`src/rtl/mult_accumulator_pkg.sv`:
```
// Shared definitions for the product accumulator stage.
// Holds the default widths, the FSM state type and the saturating-add
// helper used by acc_sat_adder. The helper works on sign-extended 64-bit
// operands so a single function serves any accumulator width below 64.
package mult_accumulator_pkg;

  localparam int PROD_W_DEF = 32;
  localparam int ACC_W_DEF  = 36;
  localparam int LEN_W_DEF  = 8;
  localparam int SAT_MAX_W  = 64;

  typedef enum logic [1:0] {
    IDLE  = 2'd0,
    ACCUM = 2'd1,
    HOLD  = 2'd2
  } state_t;

  typedef struct packed {
    logic [SAT_MAX_W-1:0] sum;
    logic                 ovf;
  } sat_add_t;

  // acc/addend must be sign-extended acc_w-bit values. The sum is formed one
  // bit wider than acc_w, so bit acc_w is the true sign and a disagreement
  // with bit acc_w-1 flags overflow. On overflow without saturation only the
  // low acc_w bits of .sum are meaningful (modulo wrap).
  function automatic sat_add_t sat_add(input logic [SAT_MAX_W-1:0] acc,
                                       input logic [SAT_MAX_W-1:0] addend,
                                       input int unsigned          acc_w,
                                       input logic                 saturate);
    logic [SAT_MAX_W:0]   wide;
    logic [SAT_MAX_W-1:0] max_pos;
    sat_add_t             r;
    wide    = {acc[SAT_MAX_W-1], acc} + {addend[SAT_MAX_W-1], addend};
    max_pos = (SAT_MAX_W'(1) << (acc_w - 1)) - SAT_MAX_W'(1);
    r.ovf   = wide[acc_w] ^ wide[acc_w - 1];
    r.sum   = wide[SAT_MAX_W-1:0];
    if (r.ovf && saturate) begin
      r.sum = wide[acc_w] ? ~max_pos : max_pos;
    end
    return r;
  endfunction

endpackage

```
`src/rtl/mult_accumulator_if.sv`:
```
// Product-in / frame-sum-out bus of the accumulator stage.
//   prod_valid/prod_ready/product/frame_len : product stream from the multiplier
//   acc_valid/acc_ready/acc_result/acc_sat  : frame result toward the consumer
// master : the environment (multiplier side and result consumer)
// slave  : the accumulator stage
interface mult_accumulator_if
  import mult_accumulator_pkg::*;
#(
  parameter int PROD_W = PROD_W_DEF,
  parameter int ACC_W  = ACC_W_DEF,
  parameter int LEN_W  = LEN_W_DEF
);
  logic                     prod_valid;
  logic                     prod_ready;
  logic signed [PROD_W-1:0] product;
  logic        [LEN_W-1:0]  frame_len;
  logic                     acc_valid;
  logic                     acc_ready;
  logic signed [ACC_W-1:0]  acc_result;
  logic                     acc_sat;

  modport master (
    output prod_valid, product, frame_len, acc_ready,
    input  prod_ready, acc_valid, acc_result, acc_sat
  );

  modport slave (
    input  prod_valid, product, frame_len, acc_ready,
    output prod_ready, acc_valid, acc_result, acc_sat
  );
endinterface

```
`src/rtl/mult_accumulator_acc_sat_adder.sv`:
```
// acc_sat_adder: combinational ACC_W-bit signed add with overflow detect.
// Ports:
//   acc     in  ACC_W  running accumulator value
//   addend  in  ACC_W  sign-extended product
//   sum     out ACC_W  clamped (SATURATE=1) or wrapped (SATURATE=0) sum
//   ovf     out 1      the true sum did not fit in ACC_W bits
module acc_sat_adder
  import mult_accumulator_pkg::*;
#(
  parameter int ACC_W    = ACC_W_DEF,
  parameter bit SATURATE = 1'b1
) (
  input  logic signed [ACC_W-1:0] acc,
  input  logic signed [ACC_W-1:0] addend,
  output logic signed [ACC_W-1:0] sum,
  output logic                    ovf
);

  sat_add_t res;
  logic     unused_hi;

  always_comb begin
    res = sat_add(SAT_MAX_W'(acc), SAT_MAX_W'(addend), ACC_W, SATURATE);
  end

  assign sum       = res.sum[ACC_W-1:0];
  assign ovf       = res.ovf;
  assign unused_hi = ^res.sum[SAT_MAX_W-1:ACC_W];

endmodule

```
`src/rtl/mult_accumulator.sv`:
```
// mult_accumulator: sums frames of signed products into a wide accumulator.
// A frame of frame_len products (0 meaning 2**LEN_W) is summed with a
// saturating or wrapping add; the total is then held behind acc_valid/
// acc_ready while the product input is stalled.
// Ports:
//   clk    in  1  clock, all state on the rising edge
//   rst    in  1  synchronous active-high reset
//   clear  in  1  synchronous abort of the current frame / held result
//   bus    slave modport of mult_accumulator_if (product in, result out)
module mult_accumulator
  import mult_accumulator_pkg::*;
#(
  parameter int PROD_W   = PROD_W_DEF,
  parameter int ACC_W    = ACC_W_DEF,
  parameter int LEN_W    = LEN_W_DEF,
  parameter bit SATURATE = 1'b1
) (
  input  logic              clk,
  input  logic              rst,
  input  logic              clear,
  mult_accumulator_if.slave bus
);

  state_t                    state_q, state_d;
  logic signed [ACC_W-1:0]   acc_q, acc_d;
  logic        [LEN_W-1:0]   rem_q, rem_d;
  logic                      sat_q, sat_d;
  logic signed [ACC_W-1:0]   result_q, result_d;

  logic signed [PROD_W-1:0]  prod_in;
  logic signed [ACC_W-1:0]   prod_ext;
  logic signed [ACC_W-1:0]   add_sum;
  logic                      add_ovf;
  logic                      accept;

  assign prod_in  = bus.product;
  assign prod_ext = ACC_W'(prod_in);

  // Ready is withheld combinationally during rst/clear so no product is
  // consumed on a cycle whose state update is discarded.
  assign bus.prod_ready = !rst && !clear && (state_q != HOLD);
  assign accept         = bus.prod_valid && bus.prod_ready;

  assign bus.acc_valid  = (state_q == HOLD);
  assign bus.acc_result = result_q;
  assign bus.acc_sat    = sat_q;

  acc_sat_adder #(
    .ACC_W    (ACC_W),
    .SATURATE (SATURATE)
  ) u_adder (
    .acc    (acc_q),
    .addend (prod_ext),
    .sum    (add_sum),
    .ovf    (add_ovf)
  );

  always_comb begin
    state_d  = state_q;
    acc_d    = acc_q;
    rem_d    = rem_q;
    sat_d    = sat_q;
    result_d = result_q;
    unique case (state_q)
      IDLE: begin
        if (accept) begin
          // frame_len - 1 wraps to all ones for frame_len == 0, which is
          // exactly the remaining count of a 2**LEN_W frame.
          acc_d = prod_ext;
          rem_d = bus.frame_len - LEN_W'(1);
          sat_d = 1'b0;
          if (bus.frame_len == LEN_W'(1)) begin
            state_d  = HOLD;
            result_d = prod_ext;
          end else begin
            state_d = ACCUM;
          end
        end
      end
      ACCUM: begin
        if (accept) begin
          acc_d = add_sum;
          sat_d = sat_q | add_ovf;
          rem_d = rem_q - LEN_W'(1);
          if (rem_q == LEN_W'(1)) begin
            state_d  = HOLD;
            result_d = add_sum;
          end
        end
      end
      HOLD: begin
        if (bus.acc_ready) begin
          state_d = IDLE;
        end
      end
      default: begin
        state_d = IDLE;
      end
    endcase
  end

  always_ff @(posedge clk) begin
    if (rst || clear) begin
      state_q  <= IDLE;
      acc_q    <= '0;
      rem_q    <= '0;
      sat_q    <= 1'b0;
      result_q <= '0;
    end else begin
      state_q  <= state_d;
      acc_q    <= acc_d;
      rem_q    <= rem_d;
      sat_q    <= sat_d;
      result_q <= result_d;
    end
  end

endmodule
```
`src/flat_wrapper.sv`:
```
// flat-port wrapper written by rule: the top's interface ports become plain ports
module mult_accumulator_flat import mult_accumulator_pkg::*;
#(
  parameter int PROD_W   = PROD_W_DEF,
  parameter int ACC_W    = ACC_W_DEF,
  parameter int LEN_W    = LEN_W_DEF,
  parameter bit SATURATE = 1'b1
)
  (clk, rst, clear, bus_prod_valid, bus_product, bus_frame_len, bus_acc_ready, bus_prod_ready, bus_acc_valid, bus_acc_result, bus_acc_sat);
  mult_accumulator_if #(.PROD_W(PROD_W), .ACC_W(ACC_W), .LEN_W(LEN_W)) bus_i ();
  input  logic clk;
  input  logic rst;
  input  logic clear;
  input wire logic [$bits(bus_i.prod_valid)-1:0] bus_prod_valid;
  input wire logic [$bits(bus_i.product)-1:0] bus_product;
  input wire logic [$bits(bus_i.frame_len)-1:0] bus_frame_len;
  input wire logic [$bits(bus_i.acc_ready)-1:0] bus_acc_ready;
  output wire logic [$bits(bus_i.prod_ready)-1:0] bus_prod_ready;
  output wire logic [$bits(bus_i.acc_valid)-1:0] bus_acc_valid;
  output wire logic [$bits(bus_i.acc_result)-1:0] bus_acc_result;
  output wire logic [$bits(bus_i.acc_sat)-1:0] bus_acc_sat;
  assign bus_i.prod_valid = bus_prod_valid;
  assign bus_i.product = bus_product;
  assign bus_i.frame_len = bus_frame_len;
  assign bus_i.acc_ready = bus_acc_ready;
  assign bus_prod_ready = bus_i.prod_ready;
  assign bus_acc_valid = bus_i.acc_valid;
  assign bus_acc_result = bus_i.acc_result;
  assign bus_acc_sat = bus_i.acc_sat;
  mult_accumulator #(.PROD_W(PROD_W), .ACC_W(ACC_W), .LEN_W(LEN_W), .SATURATE(SATURATE)) u_core (.clk(clk), .rst(rst), .clear(clear), .bus(bus_i));
endmodule
```
`config.mk`:
```
export PLATFORM = sky130hd
export DESIGN_NAME = mult_accumulator_flat
export DESIGN_NICKNAME = d
export VERILOG_FILES = /design/src/rtl/mult_accumulator_pkg.sv /design/src/rtl/mult_accumulator_if.sv /design/src/rtl/mult_accumulator_acc_sat_adder.sv /design/src/rtl/mult_accumulator.sv /design/src/flat_wrapper.sv
export SDC_FILE = /design/constraint.sdc
export NUM_CORES = 1
export LEC_CHECK = 0
export ABC_AREA = 1
export CAP_MARGIN = 10
export CORE_ASPECT_RATIO = 1.5
export CORE_UTILIZATION = 30
export CTS_BUF_LIST = sky130_fd_sc_hd__clkbuf_2
export CTS_CLUSTER_SIZE = 40
export DETAILED_ROUTE_END_ITERATION = 8
export GPL_ROUTABILITY_DRIVEN = 0
export HOLD_SLACK_MARGIN = 0.1
export SYNTH_ARGS = -nofsm -noshare
export SYNTH_HDL_FRONTEND = slang
export SYNTH_SLANG_ARGS = --single-unit
```
`constraint.sdc`:
```
create_clock -name clk -period 2.55 [get_ports clk]
set_input_delay 0.255 -clock clk [delete_from_list [all_inputs] [get_ports clk]]
set_output_delay 0.255 -clock clk [all_outputs]
set_load 0.01 [all_outputs]
```
==> metrics.txt, run 1 <==
status=complete, no violations; Worst Slack Setup Final=0.155 ns; Setup crit end kind=flip-flop; FMAX=around 0.42 GHz; layout cells sized above 1=22.0%; share of the synthesized area in the top cell type=26.6%; dpl hpwl=15100 um; Ports=84; Clock Power Share=29.6%; WP data arrival=2.89 ns; maxcap violations=0; Vias/cell=4.70; clk_skew=about 0.031 ns; number of library cell types mapped by synthesis=38; first-pass GRT wire length=31900 um; total grt overflow=0; GR Util met3=2.00%; post-route ant nets=0; syn nets=1080; drt drc=0; Iter 0 DRT Violations=256; IO Port Bufs=83; min cycle time layout=2.39 ns; Flop pwr share=44.2%; commonest non-fill, non-tap cell in the layout=nand2_1; clock insertion delay at the later pin of the skew report=0.60 ns; initial antenna violation count=1; nets@finish=approximately 1300; FF+latch count, synth=83; Clock transition at path regs=0.28 ns; most frequent cells in the layout=nand2_1 (269), buf_4 (135), a21oi_1 (107); largest fanout on the critical path=9; largest net degree at the start of global routing=75; DP Area=8390 um^2; core box area=20400 um^2; max-slew violation count=0; met1 Use GR=approximately a fifth; Site Rows=64; clock buffer count from CTS=9; vias in the first global route=6765; Max Root-Sink Buffers=2; PD cells=340 nW/um^2; Final Power=3020 uW; Slowest-stage cell, CP=dfxtp_1; via count=6889; Worst Max-Slew Pin Slew=approximately 0.68 ns; FFs w/ async S/R, synth=0%; Initial Utilization=30.6%; Setup violations, final=0; kind of critical path=flip-flop to flip-flop; register area share after synthesis=26.6%; Int Pwr=2050 uW; CTS root buffer=clkbuf_2; cell taking the most area after synthesis=dfxtp_1; Hold Fails Final Rpt=0; Critical Path RT=3.05 ns; Post-Syn Instances=994; Min-Delay Path Class=input pin to flip-flop; full die area=21400 um^2; startpoint types=flip-flop; final instance area=8860 um^2; combinational power share=26.2%; YS warnings=0; Sw Ratio=32.2%; drt wl/cell=13.5 um; Post-Place Worst Slack=-0.350 ns; Post-synth EDFFs=0; Cell Chain, Critical Path=ha_1, nand2_1, inv_1, nand2_1, nand2_1, nand2_1, nand2_1, nand2_1, nand3_2, nand2_2, nand2_1, nand2_1, nand2_2, a21oi_4, buf_12, clkbuf_16, nand2_1, nand2_1, a21oi_1; CTS H-tree depth=3; GR peak layer=met2; GRT Resource Usage Total=between 10% and 20%; Detailed Route WL=between 15000 and 20000 um; Top FF cell, synth=dfxtp_1; sw power=~970 uW; Peak VDD IR=between 0.15 and 0.2 mV; Most common cell on crit path=nand2_1; RSZ-0062 raised after global routing=true; met2 Usage GRT=35.8%; Final Cycle Share=93.9%; area growth from synthesis to layout=41.9%; Die Wd=120 um; Post-Syn Area per Cell=6.28 um^2; Cell Area, Synth=6240 um^2; Die Ht=~180 um; CTS sink cnt=83; CTS tree=yes; drt pass-1 iters=6; CP max stage delay=0.38 ns; leakage=0.00417 uW; synth top area cells=dfxtp_1 (27%), nand2_1 (16%), a21oi_1 (9.9%), ha_1 (8.0%), o21ai_0 (7.8%); max_slew headroom=55.0%
-- final timing paths --
check / startpoint / endpoint / slack (ns) / depth (start not counted)
hold / removal: bus_acc_ready / u_core.state_q[1] / 0.24 / 4
setup reg to reg: u_core.acc_q[6] / u_core.acc_q[0] / 0.16 / 19
hold reg to reg: u_core.rem_q[6] / u_core.rem_q[6] / 0.49 / 2
setup / recovery: u_core.acc_q[6] / u_core.acc_q[0] / 0.16 / 19
-- metal layers --
metal / vias to the layer above / routed length (um) / part of all wire (%)
li1: 3655 / - / -
met3: 43 / 513 / 2.6
met1: 3078 / 8180 / 41
met5: - / 0 / 0
met2: 113 / 10300 / 52
met4: 0 / 784 / 4.0
-- kinds of logic after synthesis --
family | share of synthesized area (%)
flip-flops | 26.6
XOR/XNOR | 3.51
adder cells (fa/ha/maj) | 8.34
AND/OR/NAND/NOR | 30.8
AO/OA/AOI/OAI | 21.9
buffers and inverters | 8.92
-- worst max-delay path, delay by kind of cell, from the launching register on --
| kind | cells | cell delay, ns |
|---|---|---|
| AO/OA/AOI/OAI | 2 | 0.24 |
| adder cells (fa/ha/maj) | 1 | 0.33 |
| buffers and inverters | 3 | 0.36 |
| flip-flops | 1 | 0.38 |
| AND/OR/NAND/NOR | 13 | 1.01 |
-- synthesized netlist by cell type, drive strengths merged, types with 12 or more instances --
| master | count |
|---|---|
| o21ai | 100 |
| nor2 | 86 |
| dfxtp | 83 |
| nand2 | 281 |
| ha | 40 |
| clkbuf | 25 |
| or2 | 31 |
| nor3 | 12 |
| xor2 | 16 |
| inv | 97 |
| nand3 | 36 |
| a21oi | 124 |
-- through the flow --
stage                     utilization [%]  hold WS, ns  setup TNS (ns)  std cells
after detailed placement             41.1        0.466          -21.80       1447
after global routing                 43.4        0.220          -0.750       1467
final                                43.4        0.245               0       1467
after global placement               41.1        0.455          -16.81       1447
after CTS                            41.8        0.209               0       1463
after floorplan                         -        0.427               0        994
-- area by class of cell --
type                       count  area [um^2]
timing repair buffer         228         2050
tap                          264          330
multi-input combinational    776         4280
sequential                    83         1670
clock inverter                 7          108
clock buffer                   9         45.0
fill                        2161        11600
antenna                        1         2.50
inverter                      99          372
-- state kept, by name (all words and copies together), names as in the netlist --
name and cells:
u_core.state_q 2, u_core.rem_q 8, u_core.bus.acc_sat 1, u_core.acc_q 36
u_core.bus.acc_result 36
-- what timing repair did --
action                                  4_1_cts  5_1_grt
setup buffers                                 0        1
hold buffers                                  0        0
resized for setup                             0       54
endpoints found under the setup margin        0       73
-- power groups by stage --
stage | sequential, uW | combinational [uW] | clock, uW
floorplan | 1350 | 413 | 0
global route | 1330 | 883 | 953
CTS | 1330 | 755 | 920
finish | 1330 | 790 | 894
global placement | 1350 | 746 | 0
detailed placement | 1350 | 749 | 0
No activity file was read; power rests on OpenSTA's default activity.
==> inputs of run 2 (changes only) <==
--- a/config.mk
+++ b/config.mk
@@ -7,7 +7,7 @@
 export LEC_CHECK = 0
 export ABC_AREA = 1
 export CAP_MARGIN = 10
-export CORE_ASPECT_RATIO = 1.5
+export CORE_ASPECT_RATIO = 0.7
 export CORE_UTILIZATION = 30
 export CTS_BUF_LIST = sky130_fd_sc_hd__clkbuf_2
 export CTS_CLUSTER_SIZE = 40
==> run 2 against run 1 <==
Net effect:
- sequential power about the same
- cell count up 0.82%
- total power down 7.7%
- largest cell class unchanged
- largest power group unchanged
- highest routed layer unchanged
==> metrics.txt, run 2 (synthesized netlist as in run 1, its figures left out) <==
status=complete, no violations (unchanged); core box area=20100 um^2 (was 20400 um^2); Die Ht=123 um (was 179 um); Flop pwr share=47.9% (was 44.2%); Min-Delay Path Class=input pin to flip-flop (unchanged); Sw Ratio=33.4% (was 32.2%); GRT Resource Usage Total=18.7% (was 18.5%); Clock Power Share=22.0% (was 29.6%); Worst Max-Slew Pin Slew=0.658 ns (was 0.675 ns); area growth from synthesis to layout=45.3% (was 41.9%); full die area=21400 um^2 (about the same); CTS sink cnt=83 (unchanged); via count=7025 (was 6889); Post-Layout Cell Count=1479 (was 1467); max_slew headroom=56.2% (was 55.0%); post-route ant nets=0 (unchanged); WP data arrival=2.97 ns (was 2.89 ns); Hold Fails Final Rpt=0 (unchanged); DP Area=8370 um^2 (was 8390 um^2); leakage=0.00422 uW (was 0.00417 uW); vias in the first global route=6469 (was 6765); CTS H-tree depth=3 (unchanged); Top Family by Delay on Critical Path=simple AND/OR/NAND/NOR gates (unchanged); Cell Chain, Critical Path=ha_4, inv_2, fa_2, inv_2, nand3_1, nand2_2, nand4_1, nand3_2, nand2_4, nand3_4, nand2_4, a21oi_4, buf_6, buf_8, nand2_1, nand2_1, a21oi_1 (was ha_1, nand2_1, inv_1, nand2_1, nand2_1, nand2_1, nand2_1, nand2_1, nand3_2, nand2_2, nand2_1, nand2_1, nand2_2, a21oi_4, buf_12, clkbuf_16, nand2_1, nand2_1, a21oi_1); Setup violations, final=0 (unchanged); clk_skew=0.0302 ns (was 0.0315 ns); kind of critical path=flip-flop to flip-flop (unchanged); combinational power share=30.1% (was 26.2%); hold buffer count at cts=0 (unchanged); sw power=929 uW (was 970 uW); Max Root-Sink Buffers=2 (unchanged); max-slew violation count=0 (unchanged); Vias/cell=4.75 (was 4.70); layout cells sized above 1=26.4% (was 22.0%); initial antenna violation count=0 (was 1); total grt overflow=0 (unchanged); drt drc=0 (unchanged); Die Wd=174 um (was 120 um); Iter 0 DRT Violations=463 (was 256); Int Pwr=1850 uW (was 2050 uW); Slowest-stage cell, CP=dfxtp_2 (was dfxtp_1); Critical Path RT=3.06 ns (was 3.05 ns); startpoint types=flip-flop (unchanged); Sum Neg Setup Slack=0 ns (unchanged); clock buffer count from CTS=9 (unchanged); Buf/Inv on CP=4 (was 3); CTS tree=yes (unchanged); nets@finish=1290 (was 1283); drt wl/cell=13.7 um (was 13.5 um); Site Rows=43 (was 64); first-pass GRT wire length=32200 um (was 31900 um); Ports=84 (unchanged); IO Port Bufs=83 (unchanged); Detailed Route WL=20300 um (was 19800 um); dpl hpwl=14800 um (was 15100 um); Peak VDD IR=0.141 mV (was 0.160 mV); Initial Utilization=31.1% (was 30.6%); CP max stage delay=0.41 ns (was 0.38 ns); maxcap violations=0 (unchanged); Fin Hold WS=0.241 ns (was 0.245 ns); DP Cell Count=1451 (was 1447); min cycle time layout=2.46 ns (was 2.39 ns); Clock transition at path regs=0.23 ns (was 0.28 ns); CTS root buffer=clkbuf_2 (unchanged); fill count=2072 (was 2161); clock insertion delay at the later pin of the skew report=0.61 ns (was 0.60 ns); final instance area=9070 um^2 (was 8860 um^2); drt pass-1 iters=7 (was 6); area of the multi-input gates=4470 um^2 (was 4280 um^2); commonest non-fill, non-tap cell in the layout=nand2_1 (unchanged); most frequent cells in the layout=nand2_1 (250), buf_4 (139), a21oi_1 (99) (was nand2_1 (269), buf_4 (135), a21oi_1 (107)); ANT cells=0 (was 1); largest net degree at the start of global routing=84 (was 75); register area=1680 um^2 (was 1670 um^2); Final Cycle Share=96.4% (was 93.9%); Setup crit end kind=flip-flop (unchanged); PD cells=307 nW/um^2 (was 340 nW/um^2); FMAX=0.407 GHz (was 0.418 GHz); largest fanout on the critical path=7 (was 9)
==> run 2: cell types whose count changed in the layout (fill, tap and decap cells not counted), sizes merged <==
| cell | delta |
|---|---|
| buf | +6 |
| diode | -1 |
| clkinv | +3 |
| clkbuf | +3 |
| bufinv | -2 |
| inv | -3 |
==> run 2: area by class of cell <==
cell class / count / share of cell area, %
Clock inverter: 5 / 0.331
Tap cell: 270 / 3.72
Inverter: 99 / 4.10
Sequential cell: 83 / 18.6
Multi-Input combinational cell: 776 / 49.3
Clock buffer: 11 / 0.607
Timing Repair Buffer: 235 / 23.4
==> run 2: routing by layer <==
metal | GRT usage [%] | wire [um] | vias to the layer above
met5 | 0 | 0 | -
met4 | 4.00 | 149 | 0
met3 | 4.12 | 1110 | 11
met2 | 26.6 | 7940 | 144
met1 | 28.3 | 11100 | 3194
li1 | - | - | 3676
==> run 2: path summary, 6_finish.rpt <==
kind	start	end	slack (ns)	depth (start not counted)
setup reg to reg	u_core.acc_q[0]	u_core.acc_q[34]	0.09	17
hold reg to reg	u_core.rem_q[6]	u_core.rem_q[6]	0.49	2
setup / recovery	u_core.acc_q[0]	u_core.acc_q[34]	0.09	17
hold / removal	bus_acc_ready	u_core.state_q[1]	0.24	4
==> run 2: metrics by stage <==
stage	worst slack [ns]	utilization (%)	power, uW
finish	0.0915	45.2	2780
global route	-0.0391	45.2	2960
CTS	0.0301	42.2	2720
detailed placement	-0.513	41.7	2100
global placement	-0.464	41.7	2090
floorplan	0.218	-	1760
==> run 2: power by group through the flow <==
stage	sequential (uW)	clock, uW	combinational [uW]
after global placement	1350	0	741
after detailed placement	1350	0	742
after floorplan	1350	0	413
after global routing	1340	702	926
final	1330	612	839
after CTS	1330	647	748
==> run 2: worst reg2reg max path, cell delays in order (launching register included) <==
cell	delay, ns
dfxtp_2	0.41
ha_4	0.16
inv_2	0.04
fa_2	0.37
inv_2	0.07
nand3_1	0.07
nand2_2	0.11
nand4_1	0.11
nand3_2	0.11
nand2_4	0.08
nand3_4	0.07
nand2_4	0.06
a21oi_4	0.21
buf_6	0.16
buf_8	0.14
nand2_1	0.06
nand2_1	0.08
a21oi_1	0.07
==> run 2: what timing repair did <==
action | CTS | global route
cloned | 0 | 4
setup buffers | 0 | 8
resized for setup | 5 | 113
pin swaps | 0 | 20
setup endpoints to repair | 56 | 73
==> inputs of run 3 (changes only) <==
--- a/config.mk
+++ b/config.mk
@@ -6,14 +6,13 @@
 export NUM_CORES = 1
 export LEC_CHECK = 0
 export ABC_AREA = 1
-export CAP_MARGIN = 10
 export CORE_ASPECT_RATIO = 0.7
 export CORE_UTILIZATION = 30
 export CTS_BUF_LIST = sky130_fd_sc_hd__clkbuf_2
 export CTS_CLUSTER_SIZE = 40
 export DETAILED_ROUTE_END_ITERATION = 8
 export GPL_ROUTABILITY_DRIVEN = 0
-export HOLD_SLACK_MARGIN = 0.1
+export HOLD_SLACK_MARGIN = 0.06
 export SYNTH_ARGS = -nofsm -noshare
 export SYNTH_HDL_FRONTEND = slang
 export SYNTH_SLANG_ARGS = --single-unit
==> results of run 3 <==
Same layout as run 2: the final DEF is identical, and so are final timing and power.
